`src/rtl/pcs_link_ctrl_if.sv`:
```
// Link-control signal bundle between the PCS synchronization block and the link controller.
// The controller uses the slave modport; the sync-block side uses master.
interface pcs_link_ctrl_if;
  localparam int unsigned STATE_W = 3;
  localparam int unsigned CNT_W   = 8;

  logic               signal_detect;
  logic               code_sync_status;
  logic               rx_even;
  logic               mr_loopback_req;
  logic               sync_reset;
  logic               mr_loopback;
  logic               link_ok;
  logic [STATE_W-1:0] link_state;
  logic [CNT_W-1:0]   sync_loss_cnt;
  logic [CNT_W-1:0]   restart_cnt;

  modport master (
    output signal_detect, code_sync_status, rx_even, mr_loopback_req,
    input  sync_reset, mr_loopback, link_ok, link_state, sync_loss_cnt, restart_cnt
  );

  modport slave (
    input  signal_detect, code_sync_status, rx_even, mr_loopback_req,
    output sync_reset, mr_loopback, link_ok, link_state, sync_loss_cnt, restart_cnt
  );
endinterface

```
`src/rtl/pcs_link_ctrl.sv`:
```
// PCS link controller: restarts the sync block, waits for signal, acquires code sync,
// confirms it for LINK_HOLD cycles on an even boundary and tracks loss/timeout counts.
module pcs_link_ctrl #(
  parameter int unsigned RESTART_LEN  = 4,
  parameter int unsigned SYNC_TIMEOUT = 32,
  parameter int unsigned LINK_HOLD    = 8
) (
  input  logic           clk,
  input  logic           mr_main_reset,
  pcs_link_ctrl_if.slave link
);

  localparam int unsigned CNT_W  = 8;
  localparam int unsigned T_MAX0 = (RESTART_LEN > SYNC_TIMEOUT) ? RESTART_LEN : SYNC_TIMEOUT;
  localparam int unsigned T_MAX  = (T_MAX0 > LINK_HOLD) ? T_MAX0 : LINK_HOLD;
  localparam int unsigned TW     = (T_MAX < 2) ? 1 : $clog2(T_MAX + 1);

  typedef enum logic [2:0] {
    ST_RESTART     = 3'd0,
    ST_WAIT_SIGNAL = 3'd1,
    ST_ACQUIRE     = 3'd2,
    ST_CONFIRM     = 3'd3,
    ST_LINK_UP     = 3'd4
  } state_t;

  state_t           state;
  state_t           nxt_c;
  logic [TW-1:0]    timer;
  logic             sync_reset;
  logic             mr_loopback;
  logic             link_ok;
  logic [CNT_W-1:0] sync_loss_cnt;
  logic [CNT_W-1:0] restart_cnt;
  logic             sig_c;
  logic             lb_mis_c;
  logic             inc_loss_c;
  logic             inc_restart_c;
  logic             hold_done_c;

  assign sig_c       = link.signal_detect | mr_loopback;
  assign lb_mis_c    = link.mr_loopback_req != mr_loopback;
  assign hold_done_c = timer >= TW'(LINK_HOLD - 1);

  // Next state; loopback mismatch beats signal loss beats sync/timer conditions.
  always_comb begin
    nxt_c         = state;
    inc_loss_c    = 1'b0;
    inc_restart_c = 1'b0;
    if (state == ST_RESTART) begin
      if (timer == TW'(RESTART_LEN - 1)) nxt_c = ST_WAIT_SIGNAL;
    end else if (lb_mis_c) begin
      nxt_c = ST_RESTART;
    end else if (!sig_c) begin
      nxt_c      = ST_WAIT_SIGNAL;
      inc_loss_c = (state == ST_LINK_UP);
    end else begin
      case (state)
        ST_WAIT_SIGNAL: nxt_c = ST_ACQUIRE;
        ST_ACQUIRE: begin
          if (link.code_sync_status) begin
            nxt_c = ST_CONFIRM;
          end else if (timer == TW'(SYNC_TIMEOUT - 1)) begin
            nxt_c         = ST_RESTART;
            inc_restart_c = 1'b1;
          end
        end
        ST_CONFIRM: begin
          if (!link.code_sync_status)          nxt_c = ST_ACQUIRE;
          else if (hold_done_c && link.rx_even) nxt_c = ST_LINK_UP;
        end
        ST_LINK_UP: begin
          if (!link.code_sync_status) begin
            nxt_c      = ST_ACQUIRE;
            inc_loss_c = 1'b1;
          end
        end
        default: nxt_c = ST_RESTART;
      endcase
    end
  end

  // State, shared timer, registered outputs and saturating counters.
  always_ff @(posedge clk or posedge mr_main_reset) begin
    if (mr_main_reset) begin
      state         <= ST_RESTART;
      timer         <= '0;
      sync_reset    <= 1'b1;
      mr_loopback   <= 1'b0;
      link_ok       <= 1'b0;
      sync_loss_cnt <= '0;
      restart_cnt   <= '0;
    end else begin
      state      <= nxt_c;
      sync_reset <= (nxt_c == ST_RESTART);
      link_ok    <= (nxt_c == ST_LINK_UP);
      if (nxt_c != state)  timer <= '0;
      else if (timer != '1) timer <= timer + TW'(1);
      if (state == ST_RESTART) mr_loopback <= link.mr_loopback_req;
      if (inc_loss_c && sync_loss_cnt != '1)  sync_loss_cnt <= sync_loss_cnt + CNT_W'(1);
      if (inc_restart_c && restart_cnt != '1) restart_cnt   <= restart_cnt + CNT_W'(1);
    end
  end

  assign link.sync_reset    = sync_reset;
  assign link.mr_loopback   = mr_loopback;
  assign link.link_ok       = link_ok;
  assign link.link_state    = state;
  assign link.sync_loss_cnt = sync_loss_cnt;
  assign link.restart_cnt   = restart_cnt;

endmodule
```
`src/flat_wrapper.sv`:
```
// flat-port wrapper written by rule: the top's interface ports become plain ports
module pcs_link_ctrl_flat 
#(
  parameter int unsigned RESTART_LEN  = 4,
  parameter int unsigned SYNC_TIMEOUT = 32,
  parameter int unsigned LINK_HOLD    = 8
)
  (clk, mr_main_reset, link_signal_detect, link_code_sync_status, link_rx_even, link_mr_loopback_req, link_sync_reset, link_mr_loopback, link_link_ok, link_link_state, link_sync_loss_cnt, link_restart_cnt);
  pcs_link_ctrl_if link_i ();
  input  logic clk;
  input  logic mr_main_reset;
  input wire logic [$bits(link_i.signal_detect)-1:0] link_signal_detect;
  input wire logic [$bits(link_i.code_sync_status)-1:0] link_code_sync_status;
  input wire logic [$bits(link_i.rx_even)-1:0] link_rx_even;
  input wire logic [$bits(link_i.mr_loopback_req)-1:0] link_mr_loopback_req;
  output wire logic [$bits(link_i.sync_reset)-1:0] link_sync_reset;
  output wire logic [$bits(link_i.mr_loopback)-1:0] link_mr_loopback;
  output wire logic [$bits(link_i.link_ok)-1:0] link_link_ok;
  output wire logic [$bits(link_i.link_state)-1:0] link_link_state;
  output wire logic [$bits(link_i.sync_loss_cnt)-1:0] link_sync_loss_cnt;
  output wire logic [$bits(link_i.restart_cnt)-1:0] link_restart_cnt;
  assign link_i.signal_detect = link_signal_detect;
  assign link_i.code_sync_status = link_code_sync_status;
  assign link_i.rx_even = link_rx_even;
  assign link_i.mr_loopback_req = link_mr_loopback_req;
  assign link_sync_reset = link_i.sync_reset;
  assign link_mr_loopback = link_i.mr_loopback;
  assign link_link_ok = link_i.link_ok;
  assign link_link_state = link_i.link_state;
  assign link_sync_loss_cnt = link_i.sync_loss_cnt;
  assign link_restart_cnt = link_i.restart_cnt;
  pcs_link_ctrl #(.RESTART_LEN(RESTART_LEN), .SYNC_TIMEOUT(SYNC_TIMEOUT), .LINK_HOLD(LINK_HOLD)) u_core (.clk(clk), .mr_main_reset(mr_main_reset), .link(link_i));
endmodule
```
`config.mk`:
```
export PLATFORM = sky130hd
export DESIGN_NAME = pcs_link_ctrl_flat
export DESIGN_NICKNAME = d
export VERILOG_FILES = /design/src/rtl/pcs_link_ctrl_if.sv /design/src/rtl/pcs_link_ctrl.sv /design/src/flat_wrapper.sv
export SDC_FILE = /design/constraint.sdc
export NUM_CORES = 1
export LEC_CHECK = 0
export CORE_UTILIZATION = 25
export CTS_CLUSTER_DIAMETER = 100
export DETAILED_ROUTE_END_ITERATION = 10
export SLEW_MARGIN = 40
export SYNTH_ARGS = -nofsm -noshare
export SYNTH_HDL_FRONTEND = slang
export SYNTH_SLANG_ARGS = --single-unit
```
`constraint.sdc`:
```
create_clock -name clk -period 5.03 [get_ports clk]
set_input_delay 1.006 -clock clk [delete_from_list [all_inputs] [get_ports clk]]
set_output_delay 1.006 -clock clk [all_outputs]
set_load 0.02 [all_outputs]
```
Yosys cells after proc, flatten, opt, wreduce, memory -nomap -nowiden. Index checks and enable logic that the tools add are counted.

Eq/ne operators: 12. $add $sub $neg: 3. $lt $le $gt $ge: 1. Bitwise operators: 1. Muxes and demuxes: 23. Reductions and logical operators: 6.

Operators with widths (count): 2-to-1 mux 3 bit (9); adder 8 x 1 -> 8 bit, second input constant (2); != test 8 bit, second input constant (2); 2-to-1 mux 6 bit (2); case mux 3 bit (4 select lines) (1); 2-to-1 mux 1 bit (11); adder 6 x 1 -> 6 bit, second input constant (1); == test 3 x 2 -> 1 bit, second input constant (2); == test 3 bit, second input constant (2); == test 6 x 2 -> 1 bit, second input constant (1); == test 6 x 5 -> 1 bit, second input constant (1); >= comparator 6 x 3 -> 1 bit, second input constant (1); zero test 3 bit (2); != test 6 bit, second input constant (1); == test 3 x 1 -> 1 bit, second input constant (1); logical AND 1 bit (3); != test 3 bit (1); nonzero test 2 bit (1); != test 1 bit (1); OR 1 bit (1).

Flip-flop bits (word level): 28. Logic and storage cells: 53.

Depth between registers and ports, before layout. Gate-level depths: netlist of run 1.

Depth after elaboration: 10. Gate-level depth with buffers: 6. Mapped depth without buffers: 6.

Least setup slack after synthesis of run 1. No wires, ideal clock.

Path type: input to register. From: input link_code_sync_status. To: register u_core.sync_loss_cnt[1], in the netlist u_core.link.sync_loss_cnt[1]. Arrival time: 2329 ps. Library setup time: 125 ps. Setup slack: 2577 ps. Path buffers: 1. Cell stages on the path: 5. Data required time: 4905 ps. Cell sequence: clkbuf_1 -> and2_1 -> o22a_1 -> a311oi_2 -> mux2_2.

Cells in the longest elaborated chain, start to end: 6.

RTL lines: start: declaration (line flat_wrapper.sv:13) `input wire logic [$bits(link_i.code_sync_status)-1:0] link_code_sync_status;`; 2-to-1 mux 1 bit (line pcs_link_ctrl.sv:72) `if (!link.code_sync_status) begin`; 2-to-1 mux 1 bit (line pcs_link_ctrl.sv:57) `case (state)`; 2-to-1 mux 1 bit (line pcs_link_ctrl.sv:53) `end else if (!sig_c) begin`; 2-to-1 mux 1 bit (line pcs_link_ctrl.sv:51) `end else if (lb_mis_c) begin`; 2-to-1 mux 1 bit (line pcs_link_ctrl.sv:49) `if (state == ST_RESTART) begin`; logical AND 1 bit (line pcs_link_ctrl.sv:99) `if (inc_loss_c && sync_loss_cnt != '1) sync_loss_cnt <= sync_loss_cnt + CNT_W'(1);`; end signal: assignment (line pcs_link_ctrl.sv:99); end: declaration (line pcs_link_ctrl.sv:32) `logic [CNT_W-1:0] sync_loss_cnt;`.

Every way passes these cells. A chain may end at the register's enable or synchronous reset.

Worst setup path in the final report of run 1.
From: input link_code_sync_status. To: register u_core.restart_cnt[1], in the netlist u_core.link.restart_cnt[1].

Cells in the longest elaborated chain, start to end: 6.

RTL lines: 2-to-1 mux 1 bit (line pcs_link_ctrl.sv:60) `if (link.code_sync_status) begin`; 2-to-1 mux 1 bit (line pcs_link_ctrl.sv:57); 2-to-1 mux 1 bit (line pcs_link_ctrl.sv:53); 2-to-1 mux 1 bit (line pcs_link_ctrl.sv:51); 2-to-1 mux 1 bit (line pcs_link_ctrl.sv:49); logical AND 1 bit (line pcs_link_ctrl.sv:100) `if (inc_restart_c && restart_cnt != '1) restart_cnt <= restart_cnt + CNT_W'(1);`; end signal: assignment (line pcs_link_ctrl.sv:100); end: declaration (line pcs_link_ctrl.sv:33) `logic [CNT_W-1:0] restart_cnt;`.

Every way passes these cells.

==> results by group, run 1 <==
Floorplan
  • Core area: roughly 5900 um2
  • Die X: around 80 um
  • Num ports: 28
  • Die Span Y: around 80 um
  • Number of core rows: 28
  • Starting density of the core: between 20 and 30%
  • Die Area: 6460 um2

Global routing
  • First-pass GRT wire length: about 5700 um
  • Largest net degree at the start of global routing: 29
  • Vias in the first global route: around 1200
  • Global Route Usage Sum: between 10 and 15%
  • Initial antenna violation count: 0
  • GR Overflow Total: 0

CTS
  • Later-pin clock latency in the skew report: ~0.27 ns
  • H-tree Lvls: 1
  • Setup repair bufs after CTS: 0
  • Clock transition at path regs: 0.10 ns
  • Clk root buf: clkbuf_8
  • Clk sinks: 28
  • Resized Gates After CTS: 0
  • Total CTS buffers: 3
  • CTS max path bufs: 2
  • Hold buffers post-CTS: 0
  • Clock tree from TritonCTS: built

Power and ir drop
  • Leak: 0.000791 uW
  • Final Total Pwr: 703 uW
  • VDD IR max: about 150 uV
  • P per Cell Area: approximately 360 nW/um2

Setup path
  • Critical Path Sink Type: register
  • Critical path origin: link_code_sync_status
  • CP Max Fanout: 11
  • Reg-to-Reg Start: u_core.timer[0]
  • FF-to-FF End: u_core.link.restart_cnt[1]
  • Critical path class: in2reg
  • Reg2Reg Setup Slack: around 2.8 ns
  • Critical path capture point: u_core.link.restart_cnt[1]
  • CP arrival: approximately 3 ns
  • Critical Path Start Type: input port
  • Cells along the critical path: clkdlybuf4s50_1 -> or4_4 -> a311oi_4 -> mux2_2
  • Reg2reg path depth: 5
  • Worst path required time: roughly 5.2 ns
  • Largest stage delay on the critical path: about 0.58 ns
  • CP max-delay cell: or4_4

STA
  • Hold Fails Final Rpt: 0
  • Final min period: around 2.8 ns
  • Setup TNS: 0 ns
  • Clock skew: 0.000943 ns
  • RSZ-0062 raised after global routing: false
  • Ratio of final minimum period to clock period: 56.1%
  • Slew Limit Fails: 0
  • Setup violations, final: 0
  • Highest Clock Rate: 0.355 GHz
  • Slew headroom: between 50% and 60%
  • Final worst setup slack: roughly 2.2 ns
  • Tightest Pin Transition: about 0.63 ns

Min path
  • Hold Path Class: reg2reg

Synth
  • Post-synth EDFFs: 0
  • Count leader, synth: dfrtp_1
  • Synth top cells by count: 27 x dfrtp_1, 13 x xnor2_1, 11 x nand2_1
  • Synth warnings: 0
  • Predominant post-synthesis flop cell: dfrtp_1
  • Synth Instances: 150
  • Top cells by area, synth: dfrtp_1 44%, xnor2_1 7.4%, nand4_1 4.1%
  • Synthesized flop and latch total: 28
  • Mapped Area: approximately 1500 um2
  • FFs w/ async S/R, synth: 100%
  • Syn_nets: between 150 and 200
  • Cell taking the most area after synthesis: dfrtp_1
  • Seq/Total Area, Yosys: about 46%
  • Mapped Avg Cell Area: 10.2 um2
  • Yosys cell types: 40
  • Share of the synthesized area in the top cell type: 44.0%

Detailed routing
  • Initial DRC Count: 64
  • 1st-pass router iterations: 4
  • WL final: 3270 um
  • Vias: 1220
  • Residual DRC count: 0
  • Number of routed nets with antenna violations: 0
  • Via/cell ratio: 4.88
  • WL/cell: roughly 13 um

Placed design
  • DP Wirelength: 2380 um
  • Dpl ws: 1.92 ns
  • PortBufs: 27
  • GPL Wtd Cong: approximately 0.8
  • Cells after DPL: 246

Cells and area
  • Area Overhead vs Synth: 25.8%
  • Finished Core Util: ~33%
  • Share of layout cells above drive strength 1: approximately a tenth
  • Non-Filler Instances: 250
  • Ant diodes: 0
  • Final #Nets: 185

Flow run
  • Max_cap viols: 0

Run status
  • Status: completed
layout by cell type, fill, tap and decap left out, types with 4 or more instances in the layout:
master,synthesis,layout
dfrtp_1,27,27
nand4_1,10,10
nor3_1,9,9
mux2_2,5,5
nand3_1,4,4
xnor2_1,13,13
o21ai_0,9,9
clkdlybuf4s50_1,0,27
nor2_1,5,5
nand2_1,11,11
a21oi_1,6,6
and3_1,7,7
metrics by stage:
step	instance area [um2]	hold slack, ns
2_1_floorplan	1540	0.545
3_5_place_dp	1860	0.481
4_1_cts	1930	0.501
3_3_place_gp	1860	0.483
6_report	1930	0.495
5_1_grt	1930	0.522
power breakdown:
group          internal, uW  total (uW)  switching (uW)
clock                   106         177            70.9
combinational          98.6         225             126
sequential              256         301            45.3
total                   461         703             242
area by class of cell:
cell class | count | area, um2
tap | 75 | 93.8
clock buffer | 3 | 41.3
multi-input combinational | 114 | 788
fill | 623 | 3990
inverter | 2 | 7.51
sequential | 28 | 702
timing repair buffer | 27 | 270
clock inverter | 1 | 30.0
cells by family (layout without fill, tap and decap cells):
family                   Yosys count  count (layout)  synth area share (%)
flip-flops                        28              28                  45.7
AO/OA/AOI/OAI                     28              28                  13.3
XOR/XNOR                          15              15                  8.55
adder cells (fa/ha/maj)            3               3                  2.44
AND/OR/NAND/NOR                   61              61                  22.1
buffers and inverters              8              33                  3.01
multiplexers                       7               7                  4.97
worst min path at each step:
stage                                       from                      endpoint  slack [ns]  depth (start not counted)
CTS                 u_core.link.sync_loss_cnt[4]  u_core.link.sync_loss_cnt[4]        0.50                          1
floorplan                        u_core.timer[0]               u_core.timer[0]        0.54                          2
finish              u_core.link.sync_loss_cnt[4]  u_core.link.sync_loss_cnt[4]        0.49                          1
global route        u_core.link.sync_loss_cnt[4]  u_core.link.sync_loss_cnt[4]        0.52                          1
detailed placement  u_core.link.sync_loss_cnt[4]  u_core.link.sync_loss_cnt[4]        0.48                          1
global placement    u_core.link.sync_loss_cnt[4]  u_core.link.sync_loss_cnt[4]        0.48                          1
critical path: cells and delay by family:
kind / cells / cell delay [ns]
simple gates: 1 / 0.58
buf+inv: 1 / 0.57
compound gates: 1 / 0.44
mux: 1 / 0.39
layer usage:
metal	track usage (%)	wire (um)
met5	0	0
met4	1.61	16
met3	2.61	167
met2	18.8	1580
met1	14.7	1510
sequential cells by signal, indices dropped and copies added (netlist names):
name	flops
u_core.timer	6
u_core.link.link_state	3
u_core.link.sync_reset	1
u_core.link.link_ok	1
u_core.link.restart_cnt	8
u_core.link.mr_loopback	1
u_core.link.sync_loss_cnt	8
(Power assumes the default switching activity.)
==> run 2, diff against run 1 <==
Clock period 5.03 ns to 2.5 ns, I/O delays scaled along.
==> run 2 against run 1 <==
Effect of this change: hold slack improved by 0.024 ns; clock power rose by 61%; routed wire length rose by 5.3%; count of clock-buffer cells in the layout rose by 1; power rose by 98%; largest cell class unchanged; highest routed layer unchanged.
==> results by group, run 2 (synthesis gave the netlist of run 1 again) <==
Setup path
  • Reg-to-Reg Start: u_core.timer[0]
  • Worst path required time: about 2.7 ns
  • Reg2reg path depth: 7
  • Critical Path Start Type: register
  • Critical path origin: u_core.timer[0]
  • Critical Path Sink Type: register
  • Critical path capture point: u_core.link.restart_cnt[2]
  • FF-to-FF End: u_core.link.restart_cnt[2]
  • Reg2Reg Setup Slack: 0.30 ns
  • Critical path class: reg2reg
  • CP Max Fanout: 7
  • CP arrival: 2.37 ns

CTS
  • Clk sinks: 28
  • H-tree Lvls: 1
  • Later-pin clock latency in the skew report: roughly 0.28 ns
  • Hold buffers post-CTS: 0
  • Clk root buf: clkbuf_8
  • Clock tree from TritonCTS: built
  • Total CTS buffers: 3
  • Setup repair bufs after CTS: 0
  • Resized Gates After CTS: 0
  • CTS max path bufs: 2
  • Clock transition at path regs: ~0.090 ns

Floorplan
  • Core area: about 5900 um2
  • Num ports: 28
  • Die X: 80.4 um
  • Die Area: roughly 6500 um2
  • Number of core rows: 28
  • Starting density of the core: approximately a quarter
  • Die Span Y: between 80 and 90 um

Global routing
  • GR Overflow Total: 0
  • Global Route Usage Sum: a little under an eighth
  • First-pass GRT wire length: between 6000 and 7000 um
  • Vias in the first global route: roughly 1200
  • Largest net degree at the start of global routing: 16
  • Grt met1 use: about 16%
  • Initial antenna violation count: 0
  • Global routing's busiest layer: met2
  • Met2 Use GR: between 20% and 30%
  • GR Util met3: 2.50%

Detailed routing
  • Vias: around 1300
  • Number of routed nets with antenna violations: 0
  • WL/cell: 13.3 um
  • WL final: around 3400 um
  • Initial DRC Count: 124
  • Residual DRC count: 0
  • Via/cell ratio: around 4.9
  • 1st-pass router iterations: 4

Power and ir drop
  • Leak: between 0.0008 and 0.0009 uW
  • Final Total Pwr: about 1400 uW
  • VDD IR max: 301 uV
  • P per Cell Area: around 700 nW/um2

Cells and area
  • Share of layout cells above drive strength 1: about 14%
  • Final Cell Area: 1980 um2
  • Final #Nets: approximately 190
  • Ant diodes: 0
  • Largest regs: u_core.link.restart_cnt (8), u_core.link.sync_loss_cnt (8), u_core.timer (6)
  • Most frequent cells in the layout: 27 x clkdlybuf4s50_1, 27 x dfrtp_1, 13 x xnor2_1
  • Area Overhead vs Synth: 29.2%

STA
  • Slew headroom: 64.0%
  • Ratio of final minimum period to clock period: 87.9%
  • Tightest Pin Transition: between 0.5 and 0.6 ns
  • Setup TNS: 0 ns
  • Highest Clock Rate: approximately 0.46 GHz
  • Final min period: 2.20 ns
  • RSZ-0062 raised after global routing: false
  • Setup violations, final: 0
  • Hold Fails Final Rpt: 0
  • Slew Limit Fails: 0
  • Clock skew: roughly 0.0057 ns

Placed design
  • GPL Wtd Cong: just under 0.8
  • DP Wirelength: around 2600 um
  • PortBufs: 27
  • Area after DPL: 1930 um2

Min path
  • Hold Path Depth: 1
  • Hold Path Class: reg2reg

Flow run
  • Max_cap viols: 0

Run status
  • Status: completed
==> run 2: worst min-delay path by stage <==
stage | startpoint | end | slack, ns
after global placement | u_core.link.sync_loss_cnt[6] | u_core.link.sync_loss_cnt[6] | 0.49
after detailed placement | u_core.link.sync_loss_cnt[4] | u_core.link.sync_loss_cnt[4] | 0.50
after global routing | u_core.link.sync_loss_cnt[6] | u_core.link.sync_loss_cnt[6] | 0.55
final | u_core.link.sync_loss_cnt[6] | u_core.link.sync_loss_cnt[6] | 0.52
after floorplan | u_core.timer[0] | u_core.timer[0] | 0.54
after CTS | u_core.link.sync_loss_cnt[6] | u_core.link.sync_loss_cnt[6] | 0.52
==> run 2: routing by layer <==
metal	up-vias	part of all wire (%)
met5	-	0
met1	591	46
li1	623	-
met2	40	47
met4	0	0.73
met3	4	6.0
==> run 2: power breakdown <==
group          switching (uW)  internal, uW
Clock                     144           141
Combinational             257           235
Sequential               98.9           514
==> run 2: metrics by stage <==
step | worst slack, ns | hold WS, ns | std cells | util (%)
floorplan | 0.439 | 0.545 | 150 | -
global placement | 0.0769 | 0.491 | 255 | 32.6
detailed placement | 0.0665 | 0.496 | 255 | 32.6
CTS | 0.274 | 0.522 | 259 | 33.5
global route | 0.124 | 0.548 | 259 | 33.5
finish | 0.302 | 0.519 | 259 | 33.5
==> run 2: critical path: stages (launching register included) <==
cell,delay [ns]
dfrtp_1,0.39
ha_1,0.30
nand4_1,0.17
or4_4,0.48
a311oi_4,0.38
buf_4,0.19
nand2_1,0.06
xnor2_1,0.12
==> run 2: layout make-up <==
| class | instances | area [um2] |
|---|---|---|
| clock buffer | 4 | 55.1 |
| inverter | 2 | 7.51 |
| sequential | 28 | 702 |
| fill | 605 | 3940 |
| tap | 75 | 93.8 |
| multi-input combinational | 114 | 788 |
| timing repair buffer | 36 | 338 |
==> run 3, diff against run 2 <==
Settings changed: TNS_END_PERCENT set to 10.
==> results of run 3 <==
Final layout, timing and power as in run 2 (identical DEF).
==> RTL change, RTL diff (flow settings as in run 2) <==
Reset style: synchronous (`mr_main_reset`), changed in one clocked block.
--- a/src/rtl/pcs_link_ctrl.sv
+++ b/src/rtl/pcs_link_ctrl.sv
@@ -80,7 +80,7 @@
   end
 
   // State, shared timer, registered outputs and saturating counters.
-  always_ff @(posedge clk or posedge mr_main_reset) begin
+  always_ff @(posedge clk) begin
     if (mr_main_reset) begin
       state         <= ST_RESTART;
       timer         <= '0;
Behaviour: differs if mr_main_reset is asserted again (counterexample within 4 cycles, from zero or initial values and one cycle with mr_main_reset high); with mr_main_reset held inactive, the same outputs for 10 cycles.
==> RTL change against run 2 <==
- synthesized area fell by 5.1%
- routed wire length fell by 8.6%
- count of clock-buffer cells in the layout fell by 1
- critical path depth fell by 1
- setup slack got worse by 0.025 ns
- design area fell by 2.8%
- sequential cell count did not move
- highest routed layer unchanged
Power is not compared: it rests on default switching activity, and its combinational part moved more than twofold at a synthesized area within 25%.
==> RTL change: results (changes against run 2) <==
- Status: finished, final reports clean
- Final net count: 214 (+10%)
- TritonRoute pass-1 iters: 4 (unchanged)
- P_leak: 0.648 nW
- First-pass GRT wire length: 5290 um (-12%)
- Worst clock skew: 0.00638 ns (+0.000689 ns)
- Synth warnings: 0 (unchanged)
- Total track usage: 10.7% (-1.2 points)
- Ratio of cells with drive above 1 in the final layout: 10.3% (-3.3 points)
- Synth top area cells: dfxtp_1 (38%), xnor2_1 (10%), nor2_1 (6.7%), nor4_1 (3.9%), mux2i_1 (3.4%)
- Root Driver: clkbuf_8
- Fill count: 585 (-3.3%)
- Average wire per standard cell: 11.4 um (-14%)
- Post-DP HPWL: 2320 um (-9.8%)
- Syn Nets: 179 (+13%)
- Crit Path Max Fanout: 6 (-1)
- Post-Syn Instances: 170 (+13%)
- Cells after DPL: 272 (+6.7%)
- Synth unique cells: 39 (-2.5%)
- Relative slew slack: 65.4% (+1.4 points)
- Initial antenna violation count: 0 (unchanged)
- Post CTS Setup Buffer Count: 0 (unchanged)
- Hold Crit Class: reg2reg
- Number of CTS-inserted buffers: 3 (unchanged)
- GP Congestion: 0.746 (-4.2%)
- Switching part of the total power: 22.2%
- Sequential fraction of the synthesis area: 38.5% (-7.2 points)
- Non-filler cells, final: 276 (+6.6%)
- Vias in the first global route: 1184 (-1.7%)
- DRT iter0 DRCs: 38 (-69%)
- H-tree depth: 1 (unchanged)
- DR vias/cell: 4.66 (-4.1%)
- Ys async rst share: 0% (-100 points)
- Largest net degree at the start of global routing: 18 (+2)
- Top cells by count, synth: dfxtp_1 (28), nor2_1 (26), xnor2_1 (17)
-- RTL change: path summary, 6_finish.rpt --
path | from | to | slack [ns] | cells after the start
worst max-delay path | link_signal_detect | u_core.timer[3] | 0.28 | 6
worst min-delay path | u_core.link.sync_loss_cnt[1] | u_core.link.sync_loss_cnt[1] | 0.53 | 2
worst max register to register | u_core.link.link_state[1] | u_core.link.restart_cnt[7] | 0.48 | 5
worst min register to register | u_core.link.sync_loss_cnt[1] | u_core.link.sync_loss_cnt[1] | 0.53 | 2
-- RTL change: logic make-up after synthesis --
logic type | share of synthesized area [%]
simple gates | 30.9
mux | 3.43
buf+inv | 2.23
xor+xnor | 10.2
compound gates | 12.2
flops | 38.5
fa+ha+maj | 2.58
-- RTL change: final cells by class --
type | instances | share of cell area (%)
Clock buffer | 3 | 2.14
Sequential cell | 28 | 29.1
Tap cell | 72 | 4.67
Multi-Input combinational cell | 134 | 44.8
Inverter | 3 | 0.584
Clock inverter | 1 | 1.56
Timing Repair Buffer | 35 | 17.1
-- RTL change: metrics by stage --
step	setup slack, ns	hold slack, ns	util [%]	area, um2
4_1_cts	0.286	0.535	34.6	1930
6_report	0.277	0.532	34.6	1930
3_3_place_gp	0.0702	0.507	33.3	1860
5_1_grt	0.206	0.548	34.6	1930
2_1_floorplan	0.515	0.510	-	1460
3_5_place_dp	0.00216	0.518	33.3	1860
-- RTL change: critical path, stage by stage --
cell	delay, ns
clkdlybuf4s50_1	0.48
nor3b_2	0.22
nor2_2	0.07
or4b_1	0.46
a311o_1	0.47
a211oi_1	0.21
-- RTL change: power by group through the flow --
stage | Combinational (mW) | Clock [mW] | Sequential [mW]
finish | 0.0936 | 0.360 | 0.469
global route | 0.101 | 0.389 | 0.472
CTS | 0.0944 | 0.373 | 0.470
floorplan | 0.0515 | 0 | 0.480
detailed placement | 0.0937 | 0 | 0.480
global placement | 0.0920 | 0 | 0.479
-- RTL change: metal layers --
metal  track usage [%]  up-vias  wire [um]
met5                 0        -          0
met4              4.44        0         34
met3              1.40        2         91
met2              16.8       24       1360
met1              14.7      583       1660
li1                  -      677          -
